File: src/rtl/unidad_mul_div_if.sv
// unidad_mul_div_if: start/busy/done bundle of the multiply/divide unit.
// master drives the request, slave returns results and flags.
interface unidad_mul_div_if #(
  parameter int ancho = 32
);
  logic             inicio;
  logic [1:0]       operacion;
  logic [ancho-1:0] operandoA;
  logic [ancho-1:0] operandoB;
  logic [ancho-1:0] resultado;
  logic [ancho-1:0] resultado_alto;
  logic             carryOut;
  logic             borrowOut;
  logic             overflow;
  logic             ocupado;
  logic             listo;

  modport master (
    output inicio, operacion, operandoA, operandoB,
    input  resultado, resultado_alto, carryOut,
    input  borrowOut, overflow, ocupado, listo
  );

  modport slave (
    input  inicio, operacion, operandoA, operandoB,
    output resultado, resultado_alto, carryOut,
    output borrowOut, overflow, ocupado, listo
  );
endinterface

File: src/rtl/unidad_mul_div.sv
// unidad_mul_div: one-bit-per-clock shift-add multiply / restoring divide.
// Define MULDIV_SIGNED_EN to make codes 10/11 signed (MULS/DIVS).
module unidad_mul_div #(
  parameter int ancho = 32
) (
  input logic              clk,
  input logic              reset_n,
  unidad_mul_div_if.slave  bus
);
  localparam int CW = $clog2(ancho);
  localparam logic [CW-1:0] LAST = CW'(ancho - 1);
  localparam logic [ancho-1:0] MIN_NEG = {1'b1, {(ancho-1){1'b0}}};

  typedef enum logic [1:0] {IDLE, CALC, DONE} state_t;

  state_t           state;
  logic [CW-1:0]    cnt;
  logic             is_div;
  logic [ancho-1:0] m;
  logic [ancho-1:0] hi;
  logic [ancho-1:0] lo;
`ifdef MULDIV_SIGNED_EN
  logic             is_sgn;
  logic             neg_q;
  logic             neg_r;
  logic             ovf_div;
`endif

  logic             sgn_in;
  logic             a_neg;
  logic             b_neg;
  logic [ancho-1:0] a_mag;
  logic [ancho-1:0] b_mag;

  always_comb begin
`ifdef MULDIV_SIGNED_EN
    sgn_in = bus.operacion[1];
`else
    sgn_in = 1'b0;
`endif
    a_neg = sgn_in & bus.operandoA[ancho-1];
    b_neg = sgn_in & bus.operandoB[ancho-1];
    a_mag = a_neg ? -bus.operandoA : bus.operandoA;
    b_mag = b_neg ? -bus.operandoB : bus.operandoB;
  end

  // hi:lo is product accumulator for MUL, remainder:quotient for DIV
  logic [ancho:0]   sum;
  logic [ancho:0]   sh;
  logic [ancho:0]   diff;
  logic [ancho-1:0] hi_nx;
  logic [ancho-1:0] lo_nx;

  always_comb begin
    sum   = {1'b0, hi} + (lo[0] ? {1'b0, m} : '0);
    sh    = {hi, lo[ancho-1]};
    diff  = sh - {1'b0, m};
    hi_nx = sum[ancho:1];
    lo_nx = {sum[0], lo[ancho-1:1]};
    if (is_div) begin
      if (!diff[ancho]) begin
        hi_nx = diff[ancho-1:0];
        lo_nx = {lo[ancho-2:0], 1'b1};
      end else begin
        hi_nx = sh[ancho-1:0];
        lo_nx = {lo[ancho-2:0], 1'b0};
      end
    end
  end

  logic [ancho-1:0] res_lo;
  logic [ancho-1:0] res_hi;
  logic             carry_nx;
  logic             ovf_nx;

  always_comb begin
    res_lo   = lo_nx;
    res_hi   = hi_nx;
    carry_nx = !is_div && (hi_nx != '0);
    ovf_nx   = 1'b0;
`ifdef MULDIV_SIGNED_EN
    if (is_sgn) begin
      carry_nx = 1'b0;
      if (!is_div) begin
        if (neg_q) {res_hi, res_lo} = -{hi_nx, lo_nx};
        ovf_nx = res_hi != {ancho{res_lo[ancho-1]}};
      end else begin
        if (neg_q) res_lo = -lo_nx;
        if (neg_r) res_hi = -hi_nx;
        ovf_nx = ovf_div;
      end
    end
`endif
  end

  always_ff @(posedge clk or negedge reset_n) begin
    if (!reset_n) begin
      state              <= IDLE;
      cnt                <= '0;
      is_div             <= 1'b0;
      m                  <= '0;
      hi                 <= '0;
      lo                 <= '0;
`ifdef MULDIV_SIGNED_EN
      is_sgn             <= 1'b0;
      neg_q              <= 1'b0;
      neg_r              <= 1'b0;
      ovf_div            <= 1'b0;
`endif
      bus.resultado      <= '0;
      bus.resultado_alto <= '0;
      bus.carryOut       <= 1'b0;
      bus.borrowOut      <= 1'b0;
      bus.overflow       <= 1'b0;
      bus.ocupado        <= 1'b0;
      bus.listo          <= 1'b0;
    end else begin
      bus.listo <= 1'b0;
      unique case (state)
        IDLE: if (bus.inicio) begin
          bus.ocupado <= 1'b1;
          if (bus.operacion[0] && bus.operandoB == '0) begin
            state              <= DONE;
            bus.listo          <= 1'b1;
            bus.resultado      <= '1;
            bus.resultado_alto <= bus.operandoA;
            bus.carryOut       <= 1'b0;
            bus.borrowOut      <= 1'b1;
            bus.overflow       <= 1'b0;
          end else begin
            state  <= CALC;
            cnt    <= '0;
            is_div <= bus.operacion[0];
            m      <= bus.operacion[0] ? b_mag : a_mag;
            lo     <= bus.operacion[0] ? a_mag : b_mag;
            hi     <= '0;
`ifdef MULDIV_SIGNED_EN
            is_sgn  <= sgn_in;
            neg_q   <= a_neg ^ b_neg;
            neg_r   <= a_neg;
            ovf_div <= sgn_in && bus.operacion[0] &&
                       bus.operandoA == MIN_NEG &&
                       bus.operandoB == '1;
`endif
          end
        end
        CALC: begin
          hi  <= hi_nx;
          lo  <= lo_nx;
          cnt <= cnt + 1'b1;
          if (cnt == LAST) begin
            state              <= DONE;
            bus.listo          <= 1'b1;
            bus.resultado      <= res_lo;
            bus.resultado_alto <= res_hi;
            bus.carryOut       <= carry_nx;
            bus.borrowOut      <= 1'b0;
            bus.overflow       <= ovf_nx;
          end
        end
        DONE: begin
          state       <= IDLE;
          bus.ocupado <= 1'b0;
        end
        default: state <= IDLE;
      endcase
    end
  end

`ifndef MULDIV_SIGNED_EN
  logic unused_ok;
  assign unused_ok = &{1'b0, MIN_NEG};
`endif
endmodule
File: src/flat_wrapper.sv
// flat-port wrapper written by rule: the top's interface ports become plain ports
module unidad_mul_div_flat 
#(
  parameter int ancho = 32
)
  (clk, reset_n, bus_inicio, bus_operacion, bus_operandoA, bus_operandoB, bus_resultado, bus_resultado_alto, bus_carryOut, bus_borrowOut, bus_overflow, bus_ocupado, bus_listo);
  unidad_mul_div_if #(.ancho(ancho)) bus_i ();
  input logic clk;
  input logic reset_n;
  input wire logic [$bits(bus_i.inicio)-1:0] bus_inicio;
  input wire logic [$bits(bus_i.operacion)-1:0] bus_operacion;
  input wire logic [$bits(bus_i.operandoA)-1:0] bus_operandoA;
  input wire logic [$bits(bus_i.operandoB)-1:0] bus_operandoB;
  output wire logic [$bits(bus_i.resultado)-1:0] bus_resultado;
  output wire logic [$bits(bus_i.resultado_alto)-1:0] bus_resultado_alto;
  output wire logic [$bits(bus_i.carryOut)-1:0] bus_carryOut;
  output wire logic [$bits(bus_i.borrowOut)-1:0] bus_borrowOut;
  output wire logic [$bits(bus_i.overflow)-1:0] bus_overflow;
  output wire logic [$bits(bus_i.ocupado)-1:0] bus_ocupado;
  output wire logic [$bits(bus_i.listo)-1:0] bus_listo;
  assign bus_i.inicio = bus_inicio;
  assign bus_i.operacion = bus_operacion;
  assign bus_i.operandoA = bus_operandoA;
  assign bus_i.operandoB = bus_operandoB;
  assign bus_resultado = bus_i.resultado;
  assign bus_resultado_alto = bus_i.resultado_alto;
  assign bus_carryOut = bus_i.carryOut;
  assign bus_borrowOut = bus_i.borrowOut;
  assign bus_overflow = bus_i.overflow;
  assign bus_ocupado = bus_i.ocupado;
  assign bus_listo = bus_i.listo;
  unidad_mul_div #(.ancho(ancho)) u_core (.clk(clk), .reset_n(reset_n), .bus(bus_i));
endmodule
File: config.mk
export PLATFORM = sky130hd
export DESIGN_NAME = unidad_mul_div_flat
export DESIGN_NICKNAME = d
export VERILOG_FILES = /design/src/rtl/unidad_mul_div_if.sv /design/src/rtl/unidad_mul_div.sv /design/src/flat_wrapper.sv
export SDC_FILE = /design/constraint.sdc
export NUM_CORES = 1
export LEC_CHECK = 0
export CAP_MARGIN = 20
export CELL_PAD_IN_SITES_DETAIL_PLACEMENT = 0
export CELL_PAD_IN_SITES_GLOBAL_PLACEMENT = 1
export CORE_MARGIN = 2
export CORE_UTILIZATION = 45
export CTS_BUF_LIST = sky130_fd_sc_hd__clkbuf_4
export CTS_CLUSTER_SIZE = 8
export DETAILED_ROUTE_END_ITERATION = 6
export PLACE_DENSITY_LB_ADDON = 0.1
export SKIP_CTS_REPAIR_TIMING = 1
export SLEW_MARGIN = 10
export SYNTH_ARGS = -nofsm -noshare
export SYNTH_HDL_FRONTEND = slang
export SYNTH_SLANG_ARGS = --single-unit
File: constraint.sdc
create_clock -name clk -period 4.8 [get_ports clk]
set_input_delay 0.96 -clock clk [delete_from_list [all_inputs] [get_ports clk]]
set_output_delay 0.96 -clock clk [all_outputs]
set_load 0.1 [all_outputs]
==> results.md, run 1 <==
Place:
- The congestion estimate from routability-driven global placement came to 0.917.
- The final HPWL from detailed placement is 29600 um.
- The total of buffers placed on input and output ports is 135.
- After detailed placement, the design holds a cell count of 1910.
- Before CTS, the worst setup slack after placement is 0.450 ns.

Synthesis:
- The netlist area before placement is 0.0126 mm2.
- The dominant cell type by area after synthesis is sky130_fd_sc_hd__dfrtp_1.
- The synthesized netlist devotes 6.90% of its cell area to adder and majority cells.
- The synthesized flop and latch total is 172.
- Of the synthesized area, sequential elements account for 34.3%.
- The Yosys step of the flow raised 0 warnings.
- The synthesized-area fraction occupied by and/or/nand/nor cells is 17.7%.
- The post-synthesis net count is 1609.
- In the post-synthesis netlist, the biggest area contributors are sky130_fd_sc_hd__dfrtp_1 34%, sky130_fd_sc_hd__mux2i_1 6.9%, sky130_fd_sc_hd__ha_1 6.6%.
- The share of the synthesized area in the top cell type is 34.3%.
- Measured against the total synthesized area, the mux share comes to 7.66%.
- The netlist uses 78 different library cells.
- The most frequently used flop master after synthesis is sky130_fd_sc_hd__dfrtp_1.
- After Yosys synthesis, XOR and XNOR cells account for 3.70% of the synthesized area.
- The number of enable flip-flop cells after synthesis is 0.
- The synthesized netlist cell count is 1472.
- Summing the areas of all compound-gate instances in the mapped netlist gives 24.8% of the synthesized area.
- The synthesized area per cell is 8.53 um2.
- The share of flip-flops with an asynchronous set or reset is 100%.
- The main combinational cell family by area after synthesis is compound AO/OA/AOI/OAI gates.

Setup path:
- The register-to-register setup slack is 0.39 ns.
- The kind of critical path is flop to flop.
- For the worst setup path, the data arrival time is 4.88 ns.
- In this run the critical register-to-register path is captured at u_core.bus.carryOut.
- The worst setup path is launched from a flop.
- The worst register-to-register path has a depth of 14.
- The largest individual stage delay along the critical path comes from the cell sky130_fd_sc_hd__o221ai_4.
- The critical path data required time is 5.27 ns.
- The largest fanout of any net on the critical path is 21.
- Traced cell by cell, the critical path runs through inv_1, ha_1, fa_1, nand2b_1, a21oi_1, o211a_1, nor3_2, o221ai_4, mux2_1, a21oi_1, nand4b_1, nor3_1, and4_1, a31oi_1.
- In this run the critical register-to-register path is launched from u_core.lo[31].
- The kind of capture point of the worst setup path is a flop.
- The most prevalent standard cell on the critical path is sky130_fd_sc_hd__a21oi_1.
- In this design, the stage delay of the slowest critical-path cell is 0.75 ns.

Cells and area:
- Of the cells placed in the final design, the portion with a size suffix greater than 1 is 5.18%.
- The filler-free cell count of the finished design is 1943.
- Compared with the post-synthesis result, the final layout area differs by 15.3%.
- The post-layout net count is 1688.
- The utilization of the core after routing is 52.4%.

Timing:
- Setup repair after global routing left no endpoint under its margin.
- The worst setup slack after layout is 0.394 ns.
- In the final timing run, aggregate negative setup slack is 0 ns.
- In this run the tightest slew margin relative to its limit is 28.7%.
- The final cycle utilization of the critical path is 91.8%.
- The highest achievable clock rate is 227 MHz.
- Clock skew on the completed layout was measured at 0.0288 ns.
- The slew of the pin with the lowest slew margin is 1.07 ns.
- The final max-slew violation count is 0.
- The smallest clock period supported by the final layout is computed as 4.41 ns.
- The final hold violation count is 0.
- Setup violations remaining at the end of the flow were counted as 0.

Routing:
- In the routed design, unresolved DRC markers number 0.
- The detailed router finished its first iteration with 688 violations.
- Across all layers, the routed design uses 11.3k vias.
- In the final routed layout, each cell accounts on average for 20.2 um.
- In the routed layout, each cell is associated on average with a via count of 5.80.
- After detailed routing, the total wire length is 39200 um.
- The count of nets left with antenna violations once routing finished came out at 0.
- The number of search-and-repair iterations in the first detailed-routing pass is 5.

Global routing:
- Global routing consumed, on the met3 layer, 4.53% of the routing resources.
- The first global-routing pass estimated 61600 um of wire.
- The total global routing track utilization is 27.5%.
- The number of global-route vias before repair is 10.7k.
- The number of antenna violations at the first check in global routing is 2.
- Global routing used 42.5% of the available met1 tracks.
- The global route total overflow is 0.
- In the global route stage, met2 resource usage came out at 39.2%.
- The busiest layer in global routing is met1.
- Entering global routing, the biggest net connects 88 pins.

CTS:
- CTS placed an instance of sky130_fd_sc_hd__clkbuf_4 at the clock tree root.
- The number of H-tree levels is 4.
- The CTS tree is done.
- The clock reaches the later pin of the worst-skew pair after 0.61 ns.
- The number of buffers on the longest clock path is 2.
- Clock-pin slew was measured on the worst setup and hold paths at 0.14 ns.
- The number of buffers inserted during clock tree synthesis is 17.
- The number of sinks handled by clock tree synthesis is 172.

Flow run:
- The tool flagged a number of max-cap violations equal to 0.

Die:
- The total I/O pin count is 138.
- The height of the chip is 171 um.
- The effective utilization at floorplan is 45.4%.
- The number of placement rows is 61.
- The core area is 0.0276 mm2.
- The die covers 0.0292 mm2.
- Measured along the x axis, the die boundary spans 171 um.

Min path:
- The kind of path behind the tightest hold check is primary input to asynchronous set/reset pin.

Outcome:
- The run finished with clean final reports.
## registers in the layout, indices dropped and copies added, names as in the netlist
name / count
u_core.state: 2
u_core.bus.borrowOut: 1
u_core.bus.listo: 1
u_core.bus.carryOut: 1
u_core.bus.resultado: 32
u_core.bus.resultado_alto: 32
u_core.bus.ocupado: 1
u_core.m: 32
u_core.is_div: 1
u_core.hi: 32
u_core.cnt: 5
u_core.lo: 32
## metal layers
metal / share of wire (%) / up-vias
li1: - / 5482
met1: 50 / 5418
met2: 42 / 323
met3: 6.2 / 47
met4: 2.0 / 2
met5: 0.033 / -
## cell usage in the layout, fill, tap and decap left out, drive strengths merged, types with 6 or more instances in the layout
cell type,n
xnor2,34
nand2,187
dfrtp,172
and3,6
nor4,17
o21bai,8
clkdlybuf4s50,133
o21a,12
ha,66
and2,40
a21o,72
o21ai,137
a21oi,108
nor3,16
a31oi,10
xor2,19
nand4,20
mux2,8
clkbuf,20
inv,50
or3,9
nor2,74
nand2b,10
o211ai,10
nor2b,38
a211oi,74
a22o,8
buf,24
nand3,17
o31ai,8
mux2i,87
## critical path: cells and delay by family, from the launching register on
kind	cells	cell delay, ns
AO/OA/AOI/OAI	5	1.67
AND/OR/NAND/NOR	5	1.04
adder cells (fa/ha/maj)	2	0.66
flip-flops	1	0.40
multiplexers	1	0.40
buffers and inverters	1	0.10
## synthesized netlist by cell type, drive strengths merged, types with 9 or more instances
master  number
nand2      187
dfrtp      172
o21ai      137
a21oi      108
mux2i       87
a211oi      74
nor2        74
a21o        72
clkbuf      71
ha          66
inv         50
and2        40
nor2b       38
xnor2       34
buf         26
nand4       20
xor2        19
nand3       17
nor4        17
nor3        16
o21a        12
a31oi       10
nand2b      10
o211ai      10
or3          9
## cell families (layout without fill, tap and decap cells)
| logic type | Yosys count | count (layout) |
|---|---|---|
| and+or+nand+nor | 456 | 456 |
| xor gates and xnor gates | 53 | 53 |
| AOI/OAI and AO/OA | 480 | 480 |
| other | 1 | 2 |
| muxes | 95 | 95 |
| adders and majority gates | 68 | 68 |
| buffers and inverters | 147 | 239 |
| DFF | 172 | 172 |
## cell type report
| class | instances | area (um2) |
|---|---|---|
| multi-input combinational | 1153 | 7660 |
| tap | 378 | 473 |
| timing repair buffer | 157 | 1540 |
| fill | 2689 | 13200 |
| antenna | 1 | 2.50 |
| inverter | 50 | 188 |
| clock inverter | 12 | 148 |
| sequential | 172 | 4310 |
| clock buffer | 20 | 150 |
## worst max path at each step
stage,start,end,slack (ns)
2_1_floorplan,u_core.lo[0],u_core.bus.carryOut,1.33
3_3_place_gp,u_core.lo[31],u_core.bus.carryOut,0.54
3_5_place_dp,u_core.lo[31],u_core.bus.carryOut,0.45
4_1_cts,u_core.lo[31],u_core.bus.carryOut,0.41
5_1_grt,u_core.lo[31],u_core.bus.carryOut,0.20
6_report,u_core.lo[31],u_core.bus.carryOut,0.39
## metrics by stage
step	hold slack [ns]	cell area, um2
3_3_place_gp	0.458	14200
2_1_floorplan	0.456	12600
4_1_cts	0.434	14500
3_5_place_dp	0.465	14200
5_1_grt	0.426	14500
6_report	0.389	14500
Power of run 1 is left out: the tool's default activity adds up to more than one toggle a clock period on the data nets, which glitch-free logic cannot reach.
==> inputs of run 2 (changes only) <==
--- a/config.mk
+++ b/config.mk
@@ -13,7 +13,8 @@
 export CTS_BUF_LIST = sky130_fd_sc_hd__clkbuf_4
 export CTS_CLUSTER_SIZE = 8
 export DETAILED_ROUTE_END_ITERATION = 6
-export PLACE_DENSITY_LB_ADDON = 0.1
+export MAX_ROUTING_LAYER = met4
+export PLACE_DENSITY = 0.94
 export SKIP_CTS_REPAIR_TIMING = 1
 export SLEW_MARGIN = 10
 export SYNTH_ARGS = -nofsm -noshare
==> run 2 against run 1 <==
Non-clock buffer count decreased by 1. Worst hold slack improved by 0.065 ns. Final cell count about the same. Global-route usage decreased by 0.85 points. Clock-buffer cell count decreased by 2. Critical path depth increased by 1. Register-to-register slack improved by 0.06 ns. Utilization increased by 0.10 points. Sequential share of layout area decreased by 0.059 points. Maximum frequency increased by 1.3%. Wire length decreased by 4.6%. Largest cell class unchanged. Highest routed layer is now met4.
==> results.md, run 2 (synthesis gave the netlist of run 1 again) <==
Outcome:
- The run finished with clean final reports.

Routing:
- The overall via count from detail_route came to 11.4k (+1.5%).
- The number of design rule violations left after detail routing is 0 (unchanged).
- The total wire length was 37400 um (-4.6%).
- The number of DRC markers in iteration 0 is 948 (+38%).
- The wire length per cell came to 19.2 um (-4.5%).
- The number of search-and-repair iterations in the first detailed-routing pass was 5 (unchanged).
- The mean number of vias per cell is 5.89 (+1.6%).
- The number of nets still failing antenna checks after routing is 0 (unchanged).

Flow run:
- The number of max-cap violations is 0 (unchanged).

Setup path:
- The register-to-register setup slack is 0.45 ns (+0.06 ns).
- The launch instance of the worst register-to-register path is u_core.lo[31].
- The cell count of the worst reg-to-reg path came to 15 (+1).
- STA classifies the critical path startpoint as a flop.
- The critical path data required time came to 5.27 ns (about the same).
- The most prevalent standard cell on the critical path is sky130_fd_sc_hd__a21oi_1.
- The launch point of the critical path is u_core.lo[31].
- The kind of capture point of the worst setup path is a flop.
- The signal on the critical path passes through inv_1, ha_1, fa_1, nand2b_1, a21oi_1, o211a_1, nor3_2, o221ai_4, buf_12, mux2_1, a21oi_1, nand4b_1, nor3_1, and4_1, a31oi_1.
- The kind of critical path is flop to flop.
- The largest fanout of any net on the critical path is 20 (-4.8%).
- On the critical path, the stage with the largest delay is an instance of sky130_fd_sc_hd__o221ai_4.
- The worst path arrival time was 4.82 ns (-0.06 ns).
- The reg-to-reg critical path endpoint is u_core.bus.carryOut.
- The largest stage delay on the critical path is 0.44 ns (-0.31 ns).

CTS:
- TritonCTS built the clock tree.
- The CTS clock-pin slew for the worst setup and hold paths was 0.17 ns (+0.03 ns).
- The later-pin clock latency in the skew report was 0.59 ns (-0.02 ns).
- The cell at the root of the clock tree is sky130_fd_sc_hd__clkbuf_4.
- The number of buffers inserted during clock tree synthesis is 17 (unchanged).
- The number of buffers on the longest clock path is 2 (unchanged).
- The number of sinks handled by clock tree synthesis was 172 (unchanged).
- The number of H-tree levels is 4 (unchanged).

Timing:
- The relative max-transition margin is 31.2% (+2.5 points).
- The slew of the pin with the lowest slew margin is 1.03 ns (-0.0377 ns).
- The final max-slew violation count is 0 (unchanged).
- The worst hold slack was 0.454 ns (+0.0650 ns).
- The final critical-path required period is 4.35 ns (-0.0571 ns).
- The final cycle utilization of the critical path is 90.6% (-1.2 points).
- The total negative slack is 0 ns (unchanged).
- Setup repair after global routing left no endpoint under its margin.
- The final count of negative-setup-slack endpoints is 0 (unchanged).
- The worst setup skew after layout was 0.0325 ns (+0.00364 ns).
- The highest achievable clock rate was 230 MHz (+1.3%).
- The final hold violation count is 0 (unchanged).

Global routing:
- The global route total overflow came to 0 (unchanged).
- The total global routing track utilization came to 26.6% (-0.85 points).
- The number of global-route vias before repair is 10.9k (+2.2%).
- The number of antenna violations at the first check in global routing is 1 (-1).
- The largest net degree at the start of global routing is 102 (+16%).
- The first-pass GRT wire length is 59300 um (-3.7%).

Die:
- The core area is 0.0276 mm2 (unchanged).
- The total I/O pin count is 138 (unchanged).
- The effective utilization at floorplan is 45.4% (unchanged).
- The overall die width was 171 um (unchanged).
- The area of the die was 0.0292 mm2 (unchanged).
- The height of the chip is 171 um (unchanged).
- The number of placement rows is 61 (unchanged).

Cells and area:
- The post-layout net count came to 1687 (-0.059%).
- The library cell used most frequently in the layout, excluding fill and tap cells, is sky130_fd_sc_hd__nand2_1.
- The final instance area was 0.0145 mm2 (+0.20%).
- The utilization of the core after routing was 52.5% (+0.10 points).
- The area growth from synthesis to layout is 15.5%.
- The library cells used most frequently in the layout, excluding fill and tap cells, are 186 x sky130_fd_sc_hd__nand2_1, 171 x sky130_fd_sc_hd__dfrtp_1, 133 x sky130_fd_sc_hd__clkdlybuf4s50_1.
- The share of post-route cells with drive strength above 1 is 5.18% (about the same).

Place:
- The total of buffers placed on input and output ports is 135 (unchanged).
- The final HPWL from detailed placement came to 28800 um (-2.8%).
- The routability congestion estimate from global placement is 0.926 (+0.96%).
- The instance area at placement came to 0.0142 mm2 (+0.21%).

Min path:
- The kind of path behind the tightest hold check is primary input to asynchronous set/reset pin.
==> run 2: cell types whose count changed in the layout (fill, tap and decap cells not counted), sizes merged <==
| cell | delta |
|---|---|
| buf | -1 |
| bufinv | -2 |
| clkbuf | -2 |
| clkinv | -3 |
| clkinvlp | -4 |
| inv | +11 |
==> run 2: cell type report <==
class | instances | area (um2)
inverter | 50 | 188
timing repair buffer | 156 | 1570
sequential | 172 | 4310
tap | 378 | 473
clock inverter | 14 | 161
fill | 2637 | 13100
antenna | 1 | 2.50
multi-input combinational | 1153 | 7660
clock buffer | 18 | 135
==> run 2: metrics by stage <==
stage | worst slack (ns) | instances
finish | 0.451 | 1942
global route | 0.262 | 1942
CTS | 0.473 | 1941
detailed placement | 0.485 | 1909
global placement | 0.514 | 1909
floorplan | 1.33 | 1472
==> run 2: worst max-delay path by stage <==
stage	to	slack (ns)	depth (start not counted)
finish	u_core.bus.carryOut	0.45	15
global route	u_core.bus.carryOut	0.26	15
CTS	u_core.bus.carryOut	0.47	15
detailed placement	u_core.bus.carryOut	0.48	15
global placement	u_core.bus.carryOut	0.51	15
floorplan	u_core.bus.carryOut	1.33	15
==> run 2: worst max-delay path: cells and delay by family, from the launching register on <==
| kind | cells | cell delay, ns |
|---|---|---|
| AND/OR/NAND/NOR | 5 | 1.04 |
| adder cells (fa/ha/maj) | 2 | 0.63 |
| flip-flops | 1 | 0.39 |
| buffers and inverters | 2 | 0.33 |
| AO/OA/AOI/OAI | 5 | 1.52 |
| multiplexers | 1 | 0.34 |
==> run 2: per-layer routing <==
layer | global-route usage (%) | vias to the layer above | part of all wire [%]
met4 | 6.74 | 0 | 1.8
met2 | 39.5 | 373 | 44
met3 | 3.68 | 46 | 6.7
met1 | 38.4 | 5540 | 48
met5 | - | - | 0
li1 | - | 5482 | -
Power of run 2 is left out for the same reason.
